### src/rtl/ctrl_pkg.sv
// Shared RV32 decode definitions: opcode/funct constants, write-back select
// encoding and the control bundle carried from decode to execute.
package ctrl_pkg;

   localparam logic [6:0] OP_LUI    = 7'b0110111;
   localparam logic [6:0] OP_AUIPC  = 7'b0010111;
   localparam logic [6:0] OP_JAL    = 7'b1101111;
   localparam logic [6:0] OP_JALR   = 7'b1100111;
   localparam logic [6:0] OP_BRANCH = 7'b1100011;
   localparam logic [6:0] OP_LOAD   = 7'b0000011;
   localparam logic [6:0] OP_STORE  = 7'b0100011;
   localparam logic [6:0] OP_IMM    = 7'b0010011;
   localparam logic [6:0] OP_REG    = 7'b0110011;

   localparam logic [6:0] F7_BASE = 7'b0000000;
   localparam logic [6:0] F7_ALT  = 7'b0100000;
   localparam logic [6:0] F7_MEXT = 7'b0000001;

   localparam logic [2:0] F3_ADD = 3'b000;
   localparam logic [2:0] F3_SR  = 3'b101;

   typedef enum logic [1:0] {
      WB_PC4 = 2'b00,
      WB_ALU = 2'b01,
      WB_MEM = 2'b10,
      WB_IMM = 2'b11
   } wb_sel_e;

   typedef struct packed {
      logic       rs1_en;
      logic       rs2_en;
      logic       brOrJmp;
      wb_sel_e    wbSel;
      logic       brUsed;
      logic       br_useJalr;
      logic       is_branch;
      logic [2:0] func3;
      logic       func1;
      logic       regWrite;
      logic       memRead;
      logic       memWrite;
      logic [2:0] funcMem;
      logic       is_mul;
      logic       illegal;
      logic [4:0] rd;
      logic [4:0] rs1;
      logic [4:0] rs2;
   } ctrl_t;

endpackage

### src/rtl/rv_ctrl_decode.sv
// Purely combinational RV32I instruction decoder producing the control bundle;
// funct7=0000001 R-type is accepted as a multiply/divide only when EN_MEXT is set.
module rv_ctrl_decode
   import ctrl_pkg::*;
#(
   parameter bit EN_MEXT = 1'b0
) (
   input  logic [31:0] instr_i,
   output ctrl_t       ctrl_o
);

   ctrl_t      dec;
   logic [6:0] funct7;
   logic [2:0] funct3;

   assign funct7 = instr_i[31:25];
   assign funct3 = instr_i[14:12];

   always_comb begin
      dec     = '0;
      dec.rd  = instr_i[11:7];
      dec.rs1 = instr_i[19:15];
      dec.rs2 = instr_i[24:20];
      case (instr_i[6:0])
         OP_LUI: begin
            dec.wbSel    = WB_IMM;
            dec.regWrite = 1'b1;
         end
         OP_AUIPC: begin
            dec.wbSel    = WB_ALU;
            dec.func3    = F3_ADD;
            dec.regWrite = 1'b1;
         end
         OP_JAL: begin
            dec.brOrJmp  = 1'b1;
            dec.wbSel    = WB_PC4;
            dec.regWrite = 1'b1;
         end
         OP_JALR: begin
            dec.rs1_en     = 1'b1;
            dec.brUsed     = 1'b1;
            dec.br_useJalr = 1'b1;
            dec.func3      = F3_ADD;
            dec.wbSel      = WB_PC4;
            dec.regWrite   = 1'b1;
         end
         OP_BRANCH: begin
            dec.rs1_en    = 1'b1;
            dec.rs2_en    = 1'b1;
            dec.is_branch = 1'b1;
            dec.func3     = funct3;
         end
         OP_STORE: begin
            dec.rs1_en   = 1'b1;
            dec.rs2_en   = 1'b1;
            dec.memWrite = 1'b1;
            dec.func3    = F3_ADD;
            dec.funcMem  = funct3;
         end
         OP_LOAD: begin
            dec.rs1_en   = 1'b1;
            dec.memRead  = 1'b1;
            dec.wbSel    = WB_MEM;
            dec.regWrite = 1'b1;
            dec.func3    = F3_ADD;
            dec.funcMem  = funct3;
         end
         OP_REG: begin
            if (funct7 == F7_BASE || funct7 == F7_ALT) begin
               dec.rs1_en   = 1'b1;
               dec.rs2_en   = 1'b1;
               dec.wbSel    = WB_ALU;
               dec.func3    = funct3;
               dec.func1    = instr_i[30];
               dec.regWrite = 1'b1;
            end else if (EN_MEXT && funct7 == F7_MEXT) begin
               dec.rs1_en   = 1'b1;
               dec.rs2_en   = 1'b1;
               dec.wbSel    = WB_ALU;
               dec.func3    = funct3;
               dec.is_mul   = 1'b1;
               dec.regWrite = 1'b1;
            end else begin
               dec.illegal = 1'b1;
            end
         end
         OP_IMM: begin
            // rs2 field is immediate bits here, so it never takes part in hazards
            dec.rs1_en   = 1'b1;
            dec.wbSel    = WB_ALU;
            dec.func3    = funct3;
            dec.func1    = (funct3 == F3_SR) ? instr_i[30] : 1'b0;
            dec.regWrite = 1'b1;
         end
         default: dec.illegal = 1'b1;
      endcase
      if (!dec.regWrite) dec.rd = '0;
   end

   assign ctrl_o = dec;

endmodule

### src/rtl/decode_ctrl_stage.sv
// Registered decode/control stage: main + one-entry skid buffer behind
// valid/ready, load-use bubble insertion, flush and a saturating stall counter.
module decode_ctrl_stage
   import ctrl_pkg::*;
#(
   parameter int XLEN    = 32,
   parameter bit EN_MEXT = 1'b0,
   parameter int CNT_W   = 16
) (
   input  logic             clk,
   input  logic             rst_n,
   input  logic             flush,
   input  logic             in_valid,
   output logic             in_ready,
   input  logic [31:0]      in_instr,
   input  logic [XLEN-1:0]  in_pc,
   output logic             out_valid,
   input  logic             out_ready,
   output ctrl_t            out_ctrl,
   output logic [XLEN-1:0]  out_pc,
   output logic [CNT_W-1:0] stall_cnt
);

   ctrl_t dec_ctrl;

   logic             main_valid_q, main_valid_d;
   ctrl_t            main_ctrl_q,  main_ctrl_d;
   logic [XLEN-1:0]  main_pc_q,    main_pc_d;
   logic             skid_valid_q, skid_valid_d;
   ctrl_t            skid_ctrl_q,  skid_ctrl_d;
   logic [XLEN-1:0]  skid_pc_q,    skid_pc_d;
   logic             in_ready_q,   in_ready_d;
   logic             ll_valid_q,   ll_valid_d;
   logic [4:0]       ll_rd_q,      ll_rd_d;
   logic [CNT_W-1:0] stall_q,      stall_d;

   logic in_fire, out_fire, hazard, out_valid_int;

   rv_ctrl_decode #(.EN_MEXT(EN_MEXT)) u_dec (
      .instr_i (in_instr),
      .ctrl_o  (dec_ctrl)
   );

   assign hazard = ll_valid_q & main_valid_q &
                   ((main_ctrl_q.rs1_en & (main_ctrl_q.rs1 == ll_rd_q)) |
                    (main_ctrl_q.rs2_en & (main_ctrl_q.rs2 == ll_rd_q)));
   assign out_valid_int = main_valid_q & ~hazard;
   assign in_fire       = in_valid & in_ready_q;
   assign out_fire      = out_valid_int & out_ready;

   always_comb begin
      main_valid_d = main_valid_q;
      main_ctrl_d  = main_ctrl_q;
      main_pc_d    = main_pc_q;
      skid_valid_d = skid_valid_q;
      skid_ctrl_d  = skid_ctrl_q;
      skid_pc_d    = skid_pc_q;
      ll_valid_d   = ll_valid_q;
      ll_rd_d      = ll_rd_q;
      if (flush) begin
         main_valid_d = 1'b0;
         skid_valid_d = 1'b0;
         ll_valid_d   = 1'b0;
      end else begin
         // in_ready mirrors an empty skid, so a skid refill and an in-fire never coincide
         if (!main_valid_q || out_fire) begin
            if (skid_valid_q) begin
               main_valid_d = 1'b1;
               main_ctrl_d  = skid_ctrl_q;
               main_pc_d    = skid_pc_q;
               skid_valid_d = 1'b0;
            end else begin
               main_valid_d = in_fire;
               if (in_fire) begin
                  main_ctrl_d = dec_ctrl;
                  main_pc_d   = in_pc;
               end
            end
         end else if (in_fire) begin
            skid_valid_d = 1'b1;
            skid_ctrl_d  = dec_ctrl;
            skid_pc_d    = in_pc;
         end
         if (out_fire && main_ctrl_q.memRead && (main_ctrl_q.rd != 5'd0)) begin
            ll_valid_d = 1'b1;
            ll_rd_d    = main_ctrl_q.rd;
         end else if (out_ready) begin
            ll_valid_d = 1'b0;
         end
      end
      in_ready_d = ~skid_valid_d;
      stall_d    = (hazard && (stall_q != '1)) ? stall_q + CNT_W'(1) : stall_q;
   end

   always_ff @(posedge clk or negedge rst_n) begin
      if (!rst_n) begin
         main_valid_q <= 1'b0;
         main_ctrl_q  <= '0;
         main_pc_q    <= '0;
         skid_valid_q <= 1'b0;
         skid_ctrl_q  <= '0;
         skid_pc_q    <= '0;
         in_ready_q   <= 1'b0;
         ll_valid_q   <= 1'b0;
         ll_rd_q      <= '0;
         stall_q      <= '0;
      end else begin
         main_valid_q <= main_valid_d;
         main_ctrl_q  <= main_ctrl_d;
         main_pc_q    <= main_pc_d;
         skid_valid_q <= skid_valid_d;
         skid_ctrl_q  <= skid_ctrl_d;
         skid_pc_q    <= skid_pc_d;
         in_ready_q   <= in_ready_d;
         ll_valid_q   <= ll_valid_d;
         ll_rd_q      <= ll_rd_d;
         stall_q      <= stall_d;
      end
   end

   assign in_ready  = in_ready_q;
   assign out_valid = out_valid_int;
   assign out_ctrl  = main_ctrl_q;
   assign out_pc    = main_pc_q;
   assign stall_cnt = stall_q;

endmodule

### config.mk
export PLATFORM = sky130hd
export DESIGN_NAME = decode_ctrl_stage
export DESIGN_NICKNAME = d
export VERILOG_FILES = /design/src/rtl/ctrl_pkg.sv /design/src/rtl/rv_ctrl_decode.sv /design/src/rtl/decode_ctrl_stage.sv
export SDC_FILE = /design/constraint.sdc
export NUM_CORES = 1
export LEC_CHECK = 0
export BUFFER_PORTS_ARGS = -buffer_cell sky130_fd_sc_hd__clkbuf_2
export CAP_MARGIN = 10
export CORE_MARGIN = 3
export CORE_UTILIZATION = 60
export CTS_CLUSTER_DIAMETER = 50
export DETAILED_ROUTE_END_ITERATION = 8
export HOLD_SLACK_MARGIN = 0.03
export PLACE_DENSITY = 0.83
export SYNTH_ARGS = -nofsm -noshare
export SYNTH_HDL_FRONTEND = slang
export SYNTH_SLANG_ARGS = --single-unit
### constraint.sdc
create_clock -name clk -period 5.9 [get_ports clk]
set_input_delay 0.295 -clock clk [delete_from_list [all_inputs] [get_ports clk]]
set_output_delay 0.295 -clock clk [all_outputs]
set_load 0.05 [all_outputs]
* Yosys cells after proc, flatten, opt, wreduce, memory -nomap -nowiden
Index checks and enable logic that the tools add are counted.
Word-level totals: flip-flop bits (word level) 158, latch bits 0, RAM bits 0, ROM bits 0, input port bits 69, output and inout port bits 85, logic and storage cells 123, memories kept 0
Operators by class: add/sub/neg operators 1, multipliers 0, divide/modulo/power cells 0, $lt $le $gt $ge 0, equal/unequal tests 14, shift-type cells 0, muxes and demuxes 32, bitwise operators 12, reductions and logical operators 21
Operators by type and width (count):
- $mux W35 | 2
- $mux W32 | 2
- $eq A7 B6 Y1 const B | 4
- $eq A7 B7 Y1 const B | 3
- $add A16 B1 Y16 const B | 1
- $mux W1 | 16
- $ne A16 B16 Y1 const B | 1
- $eq A7 B5 Y1 const B | 2
- $eq A5 B5 Y1 | 2
- $mux W5 | 2
- $pmux W1 S2 | 5
- $pmux W2 S4 | 1
- $reduce_or A2 Y1 | 4
- $reduce_or A8 Y1 | 1
- $and A1 B1 Y1 | 7
- $eq A7 B2 Y1 const B | 1
- $logic_not A7 Y1 | 1
- $pmux W3 S2 | 1
- $reduce_and A3 Y1 | 2
- $reduce_or A6 Y1 | 1
- $reduce_bool A5 Y1 | 1
- $reduce_or A5 Y1 | 1
- $mux W2 | 2
- $not A1 Y1 | 4
- 9 further kinds | 13

* Logic depth before layout (Yosys ltp)
Gate-level depths: netlist (run 1).
word-level depth 11, gate-level depth with buffers 7

* Hierarchy
From an unflattened synthesis (run 1), not the netlist that was laid out.
Second synthesis, totals: cells, all modules 561, area total of the unflattened synthesis 7591.0 µm²
By module, submodules not included:
- decode_ctrl_stage | instances 1, cells an instance 480, area an instance 7051.8 µm², sequential area each 3978.8 µm²
- rv_ctrl_decode | instances 1, cells an instance 81, area an instance 539.3 µm², sequential area each 0.0 µm²

* Worst setup path before layout (run 1)
Ideal clock, no wire load.
path kind reg2reg, start point reg stall_q[0], in the netlist stall_cnt[0], end point reg stall_q[1], in the netlist stall_cnt[1], arrival time 2224 ps, setup slack 3551 ps, stages on the path, launching flop included 7, path buffers 0, period minus slack after synthesis 2349 ps, cell sequence dfrtp_1 ha_1 nand2_1 nor4_1 nand2_1 nand3_1 mux2_2
On the way: longest elaborated chain between the ends 2, elaborated cells between the ends (all ways) 3, those cells by class add/sub (1); eq/ne (1); reduce/logical (1)
RTL lines:
- start, declared | RTL line decode_ctrl_stage.sv:35 | logic [CNT_W-1:0] stall_q, stall_d;
- start signal, assigned | RTL line decode_ctrl_stage.sv:117 | stall_q <= stall_d;
- parallel branches: the longest is 2 deep, another holds $add A16 B1 Y16
Parallel ways; which one is timed is not known. A chain may end at the register's enable or synchronous reset.

* Worst setup path after layout (run 1)
start point reg main_valid_q, end point reg skid_pc_q[15]
On the way: longest elaborated chain between the ends 8, elaborated cells between the ends (all ways) 9, those cells by class bitwise (6); reduce/logical (3)
RTL lines:
- start, declared | RTL line decode_ctrl_stage.sv:26 | logic main_valid_q, main_valid_d;
- start signal, assigned | RTL line decode_ctrl_stage.sv:108 | main_valid_q <= main_valid_d;
- $and A1 B1 Y1 (2 in series) | RTL line decode_ctrl_stage.sv:44 | assign hazard = ll_valid_q & main_valid_q &
- $not A1 Y1 | RTL line decode_ctrl_stage.sv:47 | assign out_valid_int = main_valid_q & ~hazard;
- $and A1 B1 Y1 | RTL line decode_ctrl_stage.sv:47
- $and A1 B1 Y1 | RTL line decode_ctrl_stage.sv:49 | assign out_fire = out_valid_int & out_ready;
- $logic_or A1 B1 Y1 * | RTL line decode_ctrl_stage.sv:66 | if (!main_valid_q || out_fire) begin
- $not A1 Y1 (no line) *
- $reduce_and A3 Y1 (no line) *
- end signal, assigned | RTL line decode_ctrl_stage.sv:113 | skid_pc_q <= skid_pc_d;
- end, declared | RTL line decode_ctrl_stage.sv:31 | logic [XLEN-1:0] skid_pc_q, skid_pc_d;
Every way passes the cells marked *; elsewhere a longest branch is shown, timed or not.

==> out/qor.txt, run 1 <==
RSZ-0062 raised after global routing = false
routing usage on met2 = 40.1%
CTS Root Cell = clkbuf_16
Routed Antenna Nets = 0
Final Skew = 0.00960 ns
VDD IR max = 0.277 mV
Avg WL per Cell = 18.7 µm
final hold violation count = 0
Die Y-Extent = 120 µm
initial antenna violation count = 0
DR vias/cell = 5.73
grt met1 use = 32.4%
core footprint = 12300 µm²
number of global-route vias before repair = 5544
ANT cells = 0
Final Setup Violations = 0
fmax = 365 MHz
initial core utilization = 62.8%
main flop type after synthesis = dfrtp_1
Pre-antenna DRT Iters = 4
worst path cell trace = nand2b_1, nor2_1, nand2_4, mux2_4
IO buf count = 152
number of synthesized flops with an enable pin = 0
syn_nets = 667
worst hold-check path type = input pin to flip-flop
P_leak = 4.51 nW
Detailed Route Iter0 Violations = 404
Max Slew Vio Count = 0
Buf/Inv on CP = 0
Worst Path Required = 6.19 ns
TritonCTS clock tree = built
post-synthesis cell area = 7740 µm²
Most Crowded Layer GR = met2
Sink Count = 155
post-placement setup slack = 3.21 ns
setup TNS = 0 ns
GPL Wtd Cong = 0.903
Seq cells post-synth = 155
post-cts resize count = 0
Synth Area in Adders = 0.162%
count of different cell masters after synthesis = 55
Synth Area in XOR/XNOR = 2.49%
Slew @ Worst Pin = 1.16 ns
layout cells sized above 1 = 46.7%
R2R Setup Slk = 3.16 ns
Util after Layout = 74.5%
max_slew headroom = 22.7%
gr ovfl total = 0
Synth Instances = 597
crit end category = flip-flop
first-pass GRT wire length = 27900 µm
register area share after synthesis = 50.1%
row count = 40
DIE WIDTH = 120 µm
Post-CTS Setup Bufs = 0
Final nets = 808
syn avg cell area = 13.0 µm²
clk buf depth = 2
hold_buf cts = 1
CTS H-Tree Depth = 4
Crit Path Class = flip-flop to flip-flop
CP max stage delay = 0.76 ns
Overall Global Routing Usage = 24.6%
post-synthesis mux area share = 28.5%
Worst Setup Start Kind = flip-flop
outcome = finished clean
met3 Usage GRT = 6.03%
CP max stage cell = dfrtp_1
YS warnings = 0
Post-DP HPWL = 11500 µm
critical path arrival = 3.03 ns
max-cap viol count = 0
Async SR Flop Fraction = 100%
# IOs = 154
Top delay family on crit path = simple AND/OR/NAND/NOR gates
post-route setup slack = 3.16 ns
Area growth, synth to finish = 18.5%
Worst-path clk slew = 0.06 ns
via count = 5262
TritonCTS Buffers = 17
fin crit period = 2.74 ns
pwr dens = 352 nW/µm²
largest net degree at the start of global routing = 90
critical path peak fanout = 65
Synth Area in Compound Gates = 5.58%
worst skew pair latency = 0.42 ns
detailed-route DRC error count = 0
Tcrit/Tclk final = 46.4%
aggregate routed wire length = 17200 µm
Post-Synth Simple-Gate Area = 9.35%
die area = 14300 µm²
total power draw = 3.23 mW
largest family of logic cells by synthesized area = multiplexers
state kept, by name, indices dropped and copies added, names as in the netlist:
register      flops
out_ctrl         33
skid_ctrl_q      33
out_pc           32
skid_pc_q        32
stall_cnt        16
ll_rd_q           5
in_ready          1
ll_valid_q        1
main_valid_q      1
skid_valid_q      1
Yosys cell counts, types with 7 or more instances:
library cell | number | area [µm²]
mux2i_1 | 11 | 110
buf_6 | 10 | 113
mux2_2 | 73 | 822
and3_1 | 9 | 56.3
buf_2 | 7 | 35.0
inv_1 | 16 | 60.1
nor2_1 | 25 | 93.8
nand4_1 | 15 | 93.8
dfrtp_1 | 155 | 3880
nand3_1 | 18 | 90.1
o21ai_0 | 17 | 85.1
nand2_1 | 47 | 176
xnor2_1 | 22 | 193
mux2_4 | 85 | 1280
clkbuf_1 | 12 | 45.0
per-layer routing:
| layer | part of all wire [%] | vias to the layer above |
|---|---|---|
| li1 | - | 2413 |
| met2 | 50 | 176 |
| met5 | 0 | - |
| met3 | 5.6 | 20 |
| met4 | 1.4 | 0 |
| met1 | 43 | 2653 |
layout make-up:
cell class / count / area [µm²]
sequential: 155 / 3880
multi-input combinational: 391 / 3580
fill: 789 / 3140
timing repair buffer: 156 / 800
clock buffer: 25 / 495
tap: 168 / 210
clock inverter: 7 / 135
inverter: 17 / 63.8
through the flow:
step           cells  cell area (µm²)  hold WS [ns]
5_1_grt          919             9170         0.111
3_3_place_gp     886             8530         0.410
3_5_place_dp     886             8530         0.419
2_1_floorplan    597             7740     -0.000591
6_report         919             9170         0.127
4_1_cts          919             9170         0.111
cells in the final DEF, fill, tap and decap left out, drive strengths merged, types with 4 or more instances in the layout:
master	netlist	routed
nor2	25	25
a32oi	4	4
o2bb2ai	4	4
mux2i	11	11
clkinv	1	4
nand3	18	18
dfrtp	155	155
o21ai	17	17
nand2	48	48
and3	9	9
nor2b	4	4
nand4	15	15
clkbuf	12	176
a32o	5	5
xnor2	22	22
bufinv	0	4
inv	16	16
a41o	5	5
buf	22	4
mux2	158	158
a21oi	6	6
where the power goes:
part	switching [mW]	total, mW	internal (mW)
combinational	0.432	0.724	0.292
sequential	0.116	1.35	1.23
clock	0.409	1.16	0.752
total	0.957	3.23	2.27
path summary, 6_finish.rpt:
path                                 start              end  cells after the start
max                           main_valid_q    skid_pc_q[15]                      4
min                           in_instr[19]   skid_ctrl_q[9]                      2
max reg2reg                   main_valid_q    skid_pc_q[15]                      4
min reg2reg                skid_ctrl_q[25]  skid_ctrl_q[25]                      1
max in group asynchronous            rst_n     skid_valid_q                      3
min in group asynchronous            rst_n    skid_pc_q[31]                      2
cell families after synthesis:
group | after synthesis
AO/OA/AOI/OAI | 56
XOR/XNOR | 22
adder cells (fa/ha/maj) | 1
buffers and inverters | 51
flip-flops | 155
multiplexers | 169
other | 1
AND/OR/NAND/NOR | 142
No activity file was read; power rests on OpenSTA's default activity.
==> inputs of run 2 (changes only) <==
Settings changed: CORE_UTILIZATION 60 to 56, PLACE_DENSITY 0.83 to 0.78.
Clock period 5.9 ns to 2.8 ns, I/O delays scaled along.
==> out/qor.txt, run 2 (same netlist as run 1, synthesis figures left out) <==
outcome = finished clean
Sink Count = 155
Final nets = 861
worst hold-check path type = input pin to flip-flop
fin crit period = 2.24 ns
Tcrit/Tclk final = 80.2%
crit end category = flip-flop
via count = 5473
Worst Setup Start Kind = flip-flop
R2R Setup Slk = 0.56 ns
Final Setup Violations = 0
commonest non-fill, non-tap cell in the layout = dfrtp_1
critical path arrival = 2.56 ns
initial core utilization = 57.7%
pwr dens = 717 nW/µm²
DR vias/cell = 5.58
Pre-antenna DRT Iters = 6
die area = 15300 µm²
number of global-route vias before repair = 5684
GPL Wtd Cong = 0.879
Detailed Route Iter0 Violations = 349
CP max stage cell = nor4_1
r2r startpoint = stall_cnt[0]
detailed-route DRC error count = 0
most frequent cells in the layout = dfrtp_1 (154), clkbuf_2 (151), mux2_4 (85)
Overall Global Routing Usage = 24.3%
ANT cells = 0
worst path cell trace = ha_1, nand2_1, nor4_1, nand2_1, nand3_1, mux2_2
Slew @ Worst Pin = 0.904 ns
max_slew headroom = 39.7%
WHS Path Cells = 3
row count = 42
Worst Path Required = 3.11 ns
first-pass GRT wire length = 28500 µm
Area growth, synth to finish = 25.8%
TritonCTS clock tree = built
worst reg2reg path endpoint = stall_cnt[1]
Max Slew Vio Count = 0
Post-CTS Setup Bufs = 0
Worst Hold End = ll_valid_q
critical path peak fanout = 9
Hold Crit Start = out_ready
initial antenna violation count = 0
total power draw = 6.98 mW
Die Y-Extent = 124 µm
max-cap viol count = 0
VDD IR max = 0.454 mV
Final Skew = 0.00897 ns
Post-DP HPWL = 11900 µm
worst skew pair latency = 0.43 ns
setup TNS = 0 ns
CTS H-Tree Depth = 4
clk buf depth = 2
Avg WL per Cell = 18.2 µm
DIE WIDTH = 124 µm
core footprint = 13400 µm²
layout cells sized above 1 = 45.0%
fmax = 446 MHz
aggregate routed wire length = 17900 µm
largest net degree at the start of global routing = 80
# IOs = 154
Routed Antenna Nets = 0
IO buf count = 152
final hold violation count = 0
cell mode on critical path = nand2_1
RSZ-0062 raised after global routing = false
TritonCTS Buffers = 17
gr ovfl total = 0
Worst-path clk slew = 0.06 ns
Crit Path Class = flip-flop to flip-flop
Reg2Reg Depth = 6
P_leak = 4.75 nW
CP max stage delay = 0.52 ns
CTS Root Cell = clkbuf_16
worst hold slack = 0.102 ns
run 2: cell types whose count changed in the layout (fill, tap and decap cells not counted), sizes merged:
| cell | before | now |
|---|---|---|
| buf | 4 | 12 |
| dlygate4sd3 | 1 | 46 |
| bufinv | 4 | 5 |
| clkinvlp | 0 | 1 |
| clkbuf | 176 | 172 |
| clkinv | 4 | 6 |
run 2: metrics by stage:
step / instance area (µm²) / cells / setup WS (ns) / utilization [%]
finish: 9730 / 980 / 0.556 / 72.6
global route: 9730 / 980 / 0.394 / 72.6
CTS: 9730 / 980 / 0.565 / 72.6
detailed placement: 8610 / 902 / 0.617 / 64.3
global placement: 8610 / 902 / 0.698 / 64.3
floorplan: 7740 / 597 / 0.451 / -
run 2: critical path: cells and delay by family, from the launching register on:
family                     cells  cell delay [ns]
and+or+nand+nor                4             1.15
DFF                            1             0.40
muxes                          1             0.35
adders and majority gates      1             0.23
run 2: where the power goes:
group / total [mW] / leakage, nW / switching, mW / internal [mW]
Combinational: 1.60 / 2.47 / 0.938 / 0.661
Sequential: 2.83 / 1.96 / 0.234 / 2.59
Clock: 2.55 / 0.323 / 0.900 / 1.65
Total: 6.98 / 4.75 / 2.07 / 4.90
run 2: per-layer routing:
layer  routed length [µm]  vias to the layer above  global-route usage [%]
met5                    0                        -                       0
met4                  352                        0                    8.65
met3                 1100                       28                    6.45
met2                 8900                      207                    41.4
met1                 7520                     2712                    29.9
li1                     -                     2526                       -
run 2: how the worst max path moves through the flow:
stage                 start      endpoint  slack (ns)  cells past startpoint
3_5_place_dp   stall_cnt[0]  stall_cnt[1]        0.62                      6
4_1_cts         out_ctrl[6]     out_valid        0.57                      5
6_report       stall_cnt[0]  stall_cnt[1]        0.56                      6
5_1_grt        stall_cnt[0]  stall_cnt[1]        0.39                      6
2_1_floorplan  stall_cnt[0]  stall_cnt[1]        0.45                      6
3_3_place_gp   stall_cnt[0]  stall_cnt[1]        0.70                      6
run 2: final cells by class:
type                       count  area, µm²
tap                          176        220
clock inverter                11        190
clock buffer                  21        470
inverter                      17       63.8
fill                         913       3670
multi-input combinational    391       3580
sequential                   155       3880
timing repair buffer         209       1320
run 2: repair_timing:
item,CTS,global route
hold endpoints to repair,123,0
hold buffers,46,0
resized for setup,0,0
==> inputs of run 3 (changes only) <==
Clock period 2.8 ns to 2.3 ns, I/O delays scaled along.
==> out/qor.txt, run 3 (same netlist as run 1, synthesis figures left out) <==
outcome = finished clean
met3 Usage GRT = 6.82%
area post-placement = 8700 µm²
initial core utilization = 57.7%
critical path peak fanout = 9
IO buf count = 152
TritonCTS clock tree = built
Slew @ Worst Pin = 0.522 ns
post-placement setup slack = 0.221 ns
TritonCTS Buffers = 17
Post-CTS Setup Bufs = 0
Post-DP HPWL = 11600 µm
gr ovfl total = 0
Crit Path Class = flip-flop to output pin
VDD IR max = 0.638 mV
Area growth, synth to finish = 26.7%
# IOs = 154
# fillers = 884
GPL Wtd Cong = 0.878
Final Skew = 0.0162 ns
worst hold-check path type = input pin to flip-flop
CTS H-Tree Depth = 4
DR vias/cell = 5.59
detailed-route DRC error count = 0
WHS Path Cells = 4
core footprint = 13400 µm²
commonest non-fill, non-tap cell in the layout = dfrtp_1
Final nets = 866
RSZ-0062 raised after global routing = false
Util after Layout = 73.1%
Avg WL per Cell = 18.2 µm
Worst-path clk slew = 0.06 ns
worst hold slack = 0.0740 ns
setup TNS = 0 ns
pwr dens = 852 nW/µm²
layout cells sized above 1 = 45.7%
Reg2Reg Depth = 6
largest net degree at the start of global routing = 97
Max Slew Vio Count = 0
Worst Hold End = skid_ctrl_q[32]
crit end category = output pin
initial antenna violation count = 0
routing usage on met2 = 40.3%
r2r startpoint = out_ctrl[9]
post-route setup slack = 0.113 ns
Die Y-Extent = 124 µm
Final Setup Violations = 0
CTS Root Cell = clkbuf_16
Hold Crit Start = in_instr[3]
aggregate routed wire length = 17900 µm
grt met1 use = 31.4%
Worst Setup Start Kind = flip-flop
Routed Antenna Nets = 0
max_slew headroom = 65.1%
via count = 5509
max-cap viol count = 0
fmax = 457 MHz
die area = 15300 µm²
P_leak = 4.78 nW
row count = 42
Tcrit/Tclk final = 95.1%
fin crit period = 2.19 ns
ANT cells = 0
first-pass GRT wire length = 29000 µm
Final Instance Area = 9800 µm²
Most Crowded Layer GR = met2
Pre-antenna DRT Iters = 4
final hold violation count = 0
number of global-route vias before repair = 5781
Worst Path Required = 2.18 ns
worst skew pair latency = 0.43 ns
worst reg2reg path endpoint = out_pc[1]
clk buf depth = 2
DIE WIDTH = 124 µm
R2R Setup Slk = 0.14 ns
critical path arrival = 2.07 ns
most frequent cells in the layout = dfrtp_1 (152), clkbuf_2 (151), mux2_4 (85)
Overall Global Routing Usage = 24.6%
Detailed Route Iter0 Violations = 296
Sink Count = 155
[run 3: cell types whose count changed in the layout (fill, tap and decap cells not counted), sizes merged]
cell | previous run | this run
buf | 12 | 17
bufinv | 5 | 3
clkbuf | 172 | 173
clkinvlp | 1 | 2
[run 3: how the worst max path moves through the flow]
stage,startpoint,end,slack [ns],depth (start not counted)
after detailed placement,ll_rd_q[4],out_pc[4],0.22,6
after global placement,out_ctrl[8],out_ctrl[17],0.31,6
after global routing,out_ctrl[5],out_pc[9],0.04,6
final,out_ctrl[9],out_valid,0.11,5
after CTS,out_ctrl[9],out_valid,0.06,5
after floorplan,stall_cnt[0],stall_cnt[1],0.11,6
[run 3: what timing repair did]
action | in CTS | in global routing
gates resized for setup | 0 | 1
endpoints found under the setup margin | 0 | 1
endpoints found under the hold margin | 205 | 0
hold buffers | 46 | 0
[run 3: area by class of cell]
| class | count | area (µm²) | share of cell area (%) |
|---|---|---|---|
| clock buffers | 22 | 494 | 5.04 |
| clock inverters | 10 | 138 | 1.40 |
| inverters | 17 | 63.8 | 0.651 |
| multi-input cells | 391 | 3590 | 36.7 |
| flip-flops and latches | 155 | 3880 | 39.6 |
| well taps | 176 | 220 | 2.25 |
| repair buffers | 214 | 1410 | 14.4 |
[run 3: metal layers]
metal / vias up / share of wire (%) / wire length [µm]
met5: - / 0 / 0
met4: 0 / 1.5 / 269
met3: 18 / 6.1 / 1090
met2: 158 / 50 / 8870
met1: 2795 / 43 / 7670
li1: 2538 / - / -
[run 3: metrics by stage]
stage | instances | power [mW]
after floorplan | 597 | 4.83
final | 985 | 8.35
after global routing | 985 | 8.67
after CTS | 985 | 8.40
after global placement | 907 | 5.28
after detailed placement | 907 | 5.35
[run 3: critical path, stage by stage (launching register included)]
cell	delay, ns
dfrtp_1	0.43
xnor2_1	0.19
nand4_1	0.25
o22ai_4	0.42
nor2b_1	0.09
clkbuf_2	0.25
[run 3: report_power, final]
part / switching (mW) / total (mW) / internal (mW)
Sequential: 0.280 / 3.44 / 3.16
Combinational: 1.14 / 1.95 / 0.811
Clock: 1.11 / 2.96 / 1.85
